[src/rtl/pcpi_gf_pkg.sv]
// Shared types and constants for the two-core PCPI Galois coprocessor arbiter.
// Arbiter state encoding, default custom-0 opcode match, and completed-grant counter width.
// Also hosts the request-match helper used by the top level.
package pcpi_gf_pkg;

    typedef enum logic [1:0] {
        ST_IDLE    = 2'd0,
        ST_BUSY    = 2'd1,
        ST_RELEASE = 2'd2
    } state_t;

    localparam logic [31:0] DEF_INSN_MASK  = 32'h0000_007F;
    localparam logic [31:0] DEF_INSN_MATCH = 32'h0000_000B;
    localparam int          GRANT_CNT_W    = 16;

    // True when the masked instruction bits select the coprocessor.
    function automatic logic insn_hits(input logic [31:0] insn,
                                       input logic [31:0] mask,
                                       input logic [31:0] match);
        return (insn & mask) == match;
    endfunction

endpackage

[src/rtl/pcpi_rr_arb2.sv]
// Two-requester round-robin picker; rr_ptr names the winner of the next contention.
// Zero latency: pick is combinational from req and the registered pointer.
// Pointer only moves when the caller takes a decision with both requests present.
module pcpi_rr_arb2 (
    input  logic       clk,
    input  logic       reset,
    input  logic [1:0] req,
    input  logic       take,
    output logic       pick
);

    logic rr_ptr;

    // Winner selection: a lone requester wins outright, contention follows the pointer.
    always_comb begin
        pick = 1'b0;
        if (req == 2'b11) begin
            pick = rr_ptr;
        end else if (req[1]) begin
            pick = 1'b1;
        end
    end

    // Pointer hands priority to the losing core after each contended arbitration.
    always_ff @(posedge clk) begin
        if (reset) begin
            rr_ptr <= 1'b0;
        end else if (take && (req == 2'b11)) begin
            rr_ptr <= ~rr_ptr;
        end
    end

endmodule

[src/rtl/pcpi_gf_arbiter.sv]
// Shares one PCPI Galois coprocessor between two picorv32 cores, round-robin on contention.
// Grant one cycle after a match is seen in IDLE; owner's ready/wr/rd pass through with zero latency.
// Waiting cores see pcpi_wait so their PCPI timeout never fires; one dead cycle after each grant.
module pcpi_gf_arbiter
    import pcpi_gf_pkg::*;
#(
    parameter int                     DATA_WIDTH     = 32,
    parameter logic [31:0]            INSN_MASK      = DEF_INSN_MASK,
    parameter logic [31:0]            INSN_MATCH     = DEF_INSN_MATCH,
    // Value the completed-grant counter takes on reset.
    parameter logic [GRANT_CNT_W-1:0] GRANT_CNT_INIT = '0
) (
    input  logic                   clk,
    input  logic                   reset,
    input  logic                   up0_valid,
    input  logic [31:0]            up0_insn,
    input  logic [DATA_WIDTH-1:0]  up0_rs1,
    input  logic [DATA_WIDTH-1:0]  up0_rs2,
    output logic                   up0_wr,
    output logic [DATA_WIDTH-1:0]  up0_rd,
    output logic                   up0_wait,
    output logic                   up0_ready,
    input  logic                   up1_valid,
    input  logic [31:0]            up1_insn,
    input  logic [DATA_WIDTH-1:0]  up1_rs1,
    input  logic [DATA_WIDTH-1:0]  up1_rs2,
    output logic                   up1_wr,
    output logic [DATA_WIDTH-1:0]  up1_rd,
    output logic                   up1_wait,
    output logic                   up1_ready,
    output logic                   dn_valid,
    output logic [31:0]            dn_insn,
    output logic [DATA_WIDTH-1:0]  dn_rs1,
    output logic [DATA_WIDTH-1:0]  dn_rs2,
    input  logic                   dn_wr,
    input  logic [DATA_WIDTH-1:0]  dn_rd,
    input  logic                   dn_wait,
    input  logic                   dn_ready,
    output logic [GRANT_CNT_W-1:0] grant_count
);

    state_t                state_q, state_d;
    logic                  owner_q, owner_d;
    logic                  cnt_inc;
    logic                  match0, match1;
    logic                  pick;
    logic                  busy;
    logic                  own0, own1;
    logic                  own_valid;
    logic [31:0]           own_insn;
    logic [DATA_WIDTH-1:0] own_rs1, own_rs2;

    assign match0 = up0_valid && insn_hits(up0_insn, INSN_MASK, INSN_MATCH);
    assign match1 = up1_valid && insn_hits(up1_insn, INSN_MASK, INSN_MATCH);

    pcpi_rr_arb2 u_rr (
        .clk   (clk),
        .reset (reset),
        .req   ({match1, match0}),
        .take  (state_q == ST_IDLE),
        .pick  (pick)
    );

    // Owner-side request mux, driven from the registered owner.
    always_comb begin
        own_valid = owner_q ? up1_valid : up0_valid;
        own_insn  = owner_q ? up1_insn  : up0_insn;
        own_rs1   = owner_q ? up1_rs1   : up0_rs1;
        own_rs2   = owner_q ? up1_rs2   : up0_rs2;
    end

    // Next-state logic: arbitrate in IDLE, finish or abort in BUSY, one dead cycle in RELEASE.
    always_comb begin
        state_d = state_q;
        owner_d = owner_q;
        cnt_inc = 1'b0;
        case (state_q)
            ST_IDLE: begin
                if (match0 || match1) begin
                    state_d = ST_BUSY;
                    owner_d = pick;
                end
            end
            ST_BUSY: begin
                if (dn_ready) begin
                    state_d = ST_RELEASE;
                    cnt_inc = 1'b1;
                end else if (!own_valid) begin
                    state_d = ST_RELEASE;
                end
            end
            ST_RELEASE: begin
                state_d = ST_IDLE;
            end
            default: begin
                state_d = ST_IDLE;
            end
        endcase
    end

    // State, owner and completed-grant counter registers.
    always_ff @(posedge clk) begin
        if (reset) begin
            state_q     <= ST_IDLE;
            owner_q     <= 1'b0;
            grant_count <= GRANT_CNT_INIT;
        end else begin
            state_q <= state_d;
            owner_q <= owner_d;
            if (cnt_inc) begin
                grant_count <= grant_count + 1'b1;
            end
        end
    end

    assign busy = (state_q == ST_BUSY);
    assign own0 = busy && !owner_q;
    assign own1 = busy &&  owner_q;

    // Output muxing: coprocessor sees only the owner in BUSY; responses reach only the owner.
    always_comb begin
        dn_valid  = busy && own_valid;
        dn_insn   = busy ? own_insn : '0;
        dn_rs1    = busy ? own_rs1  : '0;
        dn_rs2    = busy ? own_rs2  : '0;

        up0_ready = own0 && dn_ready;
        up0_wr    = own0 && dn_wr;
        up0_rd    = own0 ? dn_rd : '0;
        up1_ready = own1 && dn_ready;
        up1_wr    = own1 && dn_wr;
        up1_rd    = own1 ? dn_rd : '0;

        // Keep any matching core stalled until its ready arrives; owner also honours dn_wait.
        up0_wait  = (match0 || (own0 && dn_wait)) && !up0_ready;
        up1_wait  = (match1 || (own1 && dn_wait)) && !up1_ready;
    end

endmodule

[config.mk]
export PLATFORM = sky130hd
export DESIGN_NAME = pcpi_gf_arbiter
export DESIGN_NICKNAME = d
export VERILOG_FILES = /design/src/rtl/pcpi_gf_pkg.sv /design/src/rtl/pcpi_rr_arb2.sv /design/src/rtl/pcpi_gf_arbiter.sv
export SDC_FILE = /design/constraint.sdc
export NUM_CORES = 1
export LEC_CHECK = 0
export CELL_PAD_IN_SITES_DETAIL_PLACEMENT = 0
export CELL_PAD_IN_SITES_GLOBAL_PLACEMENT = 2
export CORE_MARGIN = 3
export CORE_UTILIZATION = 10
export CTS_CLUSTER_SIZE = 12
export DETAILED_ROUTE_END_ITERATION = 7
export HOLD_SLACK_MARGIN = 0.1
export PLACE_DENSITY_LB_ADDON = 0.1
export SYNTH_ARGS = -nofsm -noshare
export SYNTH_HDL_FRONTEND = slang
export SYNTH_SLANG_ARGS = --single-unit
[constraint.sdc]
create_clock -name clk -period 2.3 [get_ports clk]
set_input_delay 0.69 -clock clk [delete_from_list [all_inputs] [get_ports clk]]
set_output_delay 0.69 -clock clk [all_outputs]
set_load 0.02 [all_outputs]
Yosys cells after proc, flatten, opt, wreduce, memory -nomap -nowiden. Cells that the tools add are included.

Add/sub/neg operators: 1. Equality and inequality tests: 6. Mux-type cells: 17. Bitwise gates (word level): 1. Reduce and logical (&&, ||, !) cells: 23.

Operator list (number): 32-bit 2-to-1 mux (8); 16-bit by 1-bit adder with 16-bit output, second input constant (1); 7-bit by 4-bit == test with 1-bit output, second input constant (2); 1-bit logical AND (14); 2-bit 2-to-1 mux (3); 1-bit 2-to-1 mux (5); 2-bit case mux with 2 select lines (1); 2-bit AND reduction (2); 1-bit zero test (3); 1-bit logical OR (3); 3-bit inequality test, second input constant (1); 2-bit by 1-bit == test with 1-bit output, second input constant (1); 2-bit == test, second input constant (1); 2-bit zero test (1); 2-bit inequality test, second input constant (1); 1-bit NOT (1).

Flip-flop bits (word level): 20. Bits of input ports: 231. Output and inout bits: 183. Logic and storage cells: 52.

Logic depth before layout (Yosys ltp). Gate-level depths: netlist (run 1).

Depth in word-level cells: 5. Mapped depth: 5. Mapped depth without buffers: 4.

Cells and area by module. A second synthesis (run 1) with hierarchy kept.

Cells, all modules: 413. Area, all modules: 2967.8 um^2.

By module, submodules not included: pcpi_gf_arbiter (times used 1, cells an instance 406, area each 2906.5 um^2, seq. area each 380.4 um^2); pcpi_rr_arb2 (times used 1, cells an instance 7, area each 61.3 um^2, seq. area each 20.0 um^2).

Worst setup path after synthesis (run 1). OpenSTA, ideal clock, no wires.

Path type: input -> output. Start point: in up0_insn[6]. End point: out up0_wait. Arrival: 1.556 ns. Required time: 1.610 ns. Slack: 0.054 ns. Cell stages on the path: 3. Path buffers: 0. Cell sequence: nor4b_1 -> nand4_1 -> a21oi_1.

Longest elaborated chain between the ends: 4.

RTL lines: from (decl) (line pcpi_gf_arbiter.sv:16) `input logic [31:0] up0_insn,`; 7-bit by 4-bit == test with 1-bit output (line pcpi_gf_pkg.sv:20) `return (insn & mask) == match;`; 1-bit logical AND (line pcpi_gf_arbiter.sv:53) `assign match0 = up0_valid && insn_hits(up0_insn, INSN_MASK, INSN_MATCH);`; 1-bit logical OR (line pcpi_gf_arbiter.sv:135) `up0_wait = (match0 || (own0 && dn_wait)) && !up0_ready;`; 1-bit logical AND (line pcpi_gf_arbiter.sv:135); to (decl) (line pcpi_gf_arbiter.sv:21) `output logic up0_wait,`.

Every way passes these cells.

Worst setup path in the final report (run 1).
Start point: in up0_insn[5]. End point: out up0_wait.

Same word-level chain as after synthesis.

==> reports/qor.txt, run 1 <==
CTS tree: yes
Sequential element share of the synthesized area: 13.6%
Ys flop type: dfxtp_1
Pins Over Slew Limit: 0
Worst setup EP type: output port
CP arrival: 1750 ps
Final wirelength: 23300 µm
VDD IR max: 155 µV
Full die area: 31500 µm²
Synth Area in Adders: 0.426%
Hold Crit Class: flip-flop to flip-flop
Post-placement worst setup slack: -1350 ps
Tcrit/Tclk final: 106%
Max stage delay on crit path: 330 ps
Post-Synth Simple-Gate Area: 40.7%
Synth Area in XOR/XNOR: 2.68%
Hold path start: u_rr.rr_ptr$_SDFFE_PP0P_
Synth Area in Compound Gates: 2.85%
Post-route cell area: 7630 µm²
Clk Latency, worst-skew pair: 250 ps
IO Port Bufs: 413
Die height: 177 µm
Num CTS Buffers: 3
Gr usage total: 13.8%
Core Box Area: 28900 µm²
Fmax: 410 MHz
Area after DPL: 7880 µm²
Asr flop ratio synth: 0%
Routed Antenna Nets: 0
IO Count: 414
Syn. warnings: 0
Worst Path Buf+Inv: 3
R2R Path End: grant_count[12]$_SDFFE_PP0P_
# rows: 62
Antenna violations before repair: 6
Yosys reg bits: 20
Share of layout cells above drive strength 1: 30.3%
Final Hold Viols: 0
Area grow syn2layout: 160%
Net Count, Synth: 641
Post-synth cell types: 39
Filler Cell Count: 3228
Pwr/cell area: 167 nW/µm²
WHS Path Cells: 2
Via density: 3.72
Area of the mapped netlist: 2940 µm²
Worst r2r src: grant_count[0]$_SDFFE_PP0P_
Post-synthesis instance total: 409
Pint: 1.01 mW
DP HPWL: 20300 µm
Remaining Overflow, GRT: 0
FF-to-FF path depth: 4
Number of global-route vias before repair: 4935
Sink Count: 20
Max-cap violations: 0
Psw: 0.269 mW
Average size of a mapped cell: 7.18 µm²
Slew Limit Headroom: 79.0%
Placer congestion estimate: 0.810
Fin crit period: 2440 ps
Post-synthesis mux area share: 34.3%
Worst Slack Setup Final: -137 ps
Reg clk slew, reported paths: 60 ps
Final setup fails: 2
Top delay family on crit path: simple AND/OR/NAND/NOR gates
Initial core utilization: 10.2%
CP max FO: 2
Status: complete, but fails checks
Worst path required time: 1610 ps
Fin nets: 1081
Post-synth EDFFs: 0
Most common cell after layout, fill and taps aside: clkdlybuf4s50_1
Pleak: 3.34 nW
Worst-Margin Slew: 314 ps
Reg area: 407 µm²
CTS hold repair buffers: 0
Wire per inst: 18.8 µm
Number of remaining DRC errors: 0
Sequence of cells on the critical path: buf_6 -> nor4b_4 -> buf_4 -> nand4_1 -> a21oi_1 -> buf_4
Clk pwr share: 31.5%
Largest net degree at the start of global routing: 35
Crit path kind: input port to output port
Slowest cell on the critical path: nor4b_4
1st-iter DRT viols: 110
First-pass GRT wire length: 32400 µm
Clock Path Buffers: 2
Startpoint Class: input port
RSZ-0062 raised after global routing: yes
H-Tree Depth: 1
Comb pwr share: 41.4%
Via count: 4615
Most frequent cells in the layout: clkdlybuf4s50_1 (229), nor2_1 (113), mux2i_1 (96)
Failing checks: setup timing
Multi-input logic area: 2450 µm²
Sequential cell fraction of total power: 27.1%
Clk_skew: 4.20 ps
Drt pass-1 iters: 4
Most common cell on crit path: buf_4
CTS root buffer: clkbuf_16
Fin cells: 1239
Sw Share: 21.1%
Largest family of logic cells by synthesized area: simple AND/OR/NAND/NOR gates
Dpl cells: 1220
Hold endpoint: u_rr.rr_ptr$_SDFFE_PP0P_
Reg2reg setup slack: 620 ps
Die X-Extent: 177 µm
==> flip-flops by register name (all words and copies together), names as in the netlist <==
name,cells
grant_count,16
owner_q,1
state_q,2
u_rr.rr_ptr,1
==> metrics by stage <==
step / setup TNS (ps) / hold slack [ps] / total power, mW / utilization (%)
after CTS: -254 / 502 / 1.30 / 28.1
after detailed placement: -50770 / 489 / 0.886 / 27.3
after floorplan: 0 / 463 / 0.437 / -
after global placement: -50780 / 477 / 0.880 / 27.3
after global routing: -345 / 523 / 1.34 / 26.4
final: -161 / 498 / 1.27 / 26.4
==> tightest hold or removal path, cell delays in order, from the launching register on <==
cell and delay (ps):
dfxtp_1 320, o21ai_0 70, a21oi_1 60
==> timing repair <==
action                                  4_1_cts  5_1_grt
endpoints found under the setup margin      149      127
resized for setup                           481      127
gates cloned                                  2        2
pin swaps                                     6        6
buffers inserted                              1        4
==> final cells by class <==
| class | count | share of cell area [%] |
|---|---|---|
| well taps | 384 | 6.30 |
| multi-input cells | 352 | 32.2 |
| inverters | 2 | 0.0984 |
| clock buffers | 4 | 1.16 |
| diodes | 7 | 0.230 |
| repair buffers | 470 | 54.7 |
| flip-flops and latches | 20 | 5.33 |
==> synth_stat cells, types with 3 or more instances <==
master    instances  area share (%)
xor2_1            6             1.8
nand4_1           4            0.85
buf_1             3            0.38
buf_2            15             2.6
xnor2_1           3            0.89
o21ai_0           3            0.51
nor2b_1           4            0.85
and2_1           33             7.0
nor3_1            3            0.51
or3_1             4            0.85
nand3_1           7             1.2
a21oi_1           6             1.0
clkbuf_1         17             2.2
nor2_1          116              15
nand2_1           5            0.64
mux2i_1          97              33
nand2b_1          3            0.64
dfxtp_1          20              14
and3_1           35             7.5
==> power by group through the flow <==
stage | combinational [mW] | sequential [mW] | clock, mW
3_3_place_gp | 0.526 | 0.354 | 0
5_1_grt | 0.567 | 0.346 | 0.427
2_1_floorplan | 0.0827 | 0.355 | 0
4_1_cts | 0.533 | 0.346 | 0.417
3_5_place_dp | 0.533 | 0.354 | 0
6_report | 0.528 | 0.346 | 0.401
==> worst max-delay path by stage <==
stage           startpoint       end  slack (ps)  cells past startpoint
3_3_place_gp   up0_insn[6]  up0_wait       -1390                      6
3_5_place_dp   up0_insn[6]  up0_wait       -1350                      6
5_1_grt        up0_insn[5]  up0_wait        -210                      6
6_report       up0_insn[5]  up0_wait        -140                      6
2_1_floorplan  up0_insn[6]  up0_wait          50                      3
4_1_cts        up0_insn[4]  up0_wait        -210                      6
==> logic make-up after synthesis <==
family / Yosys count
AOI/OAI and AO/OA: 14
xor gates and xnor gates: 9
adders and majority gates: 1
buffers and inverters: 37
DFF: 20
muxes: 100
and+or+nand+nor: 228
==> per-layer routing <==
metal / global-route usage [%] / vias up / wire length [µm] / share of wire [%]
met3: 4.60 / 14 / 1790 / 7.7
met5: 0 / - / 13 / 0.056
met2: 27.7 / 169 / 13500 / 58
li1: - / 2288 / - / -
met4: 2.88 / 2 / 237 / 1.0
met1: 13.6 / 2142 / 7770 / 33
Note: power is estimated with default switching activity, not from simulation.
==> run 2, diff against run 1 <==
Settings changed: ABC_CLOCK_PERIOD_IN_PS from default to 2300, CAP_MARGIN from default to 10.
==> results of run 2 <==
Same layout as run 1: the final DEF is identical, and so are final timing and power.
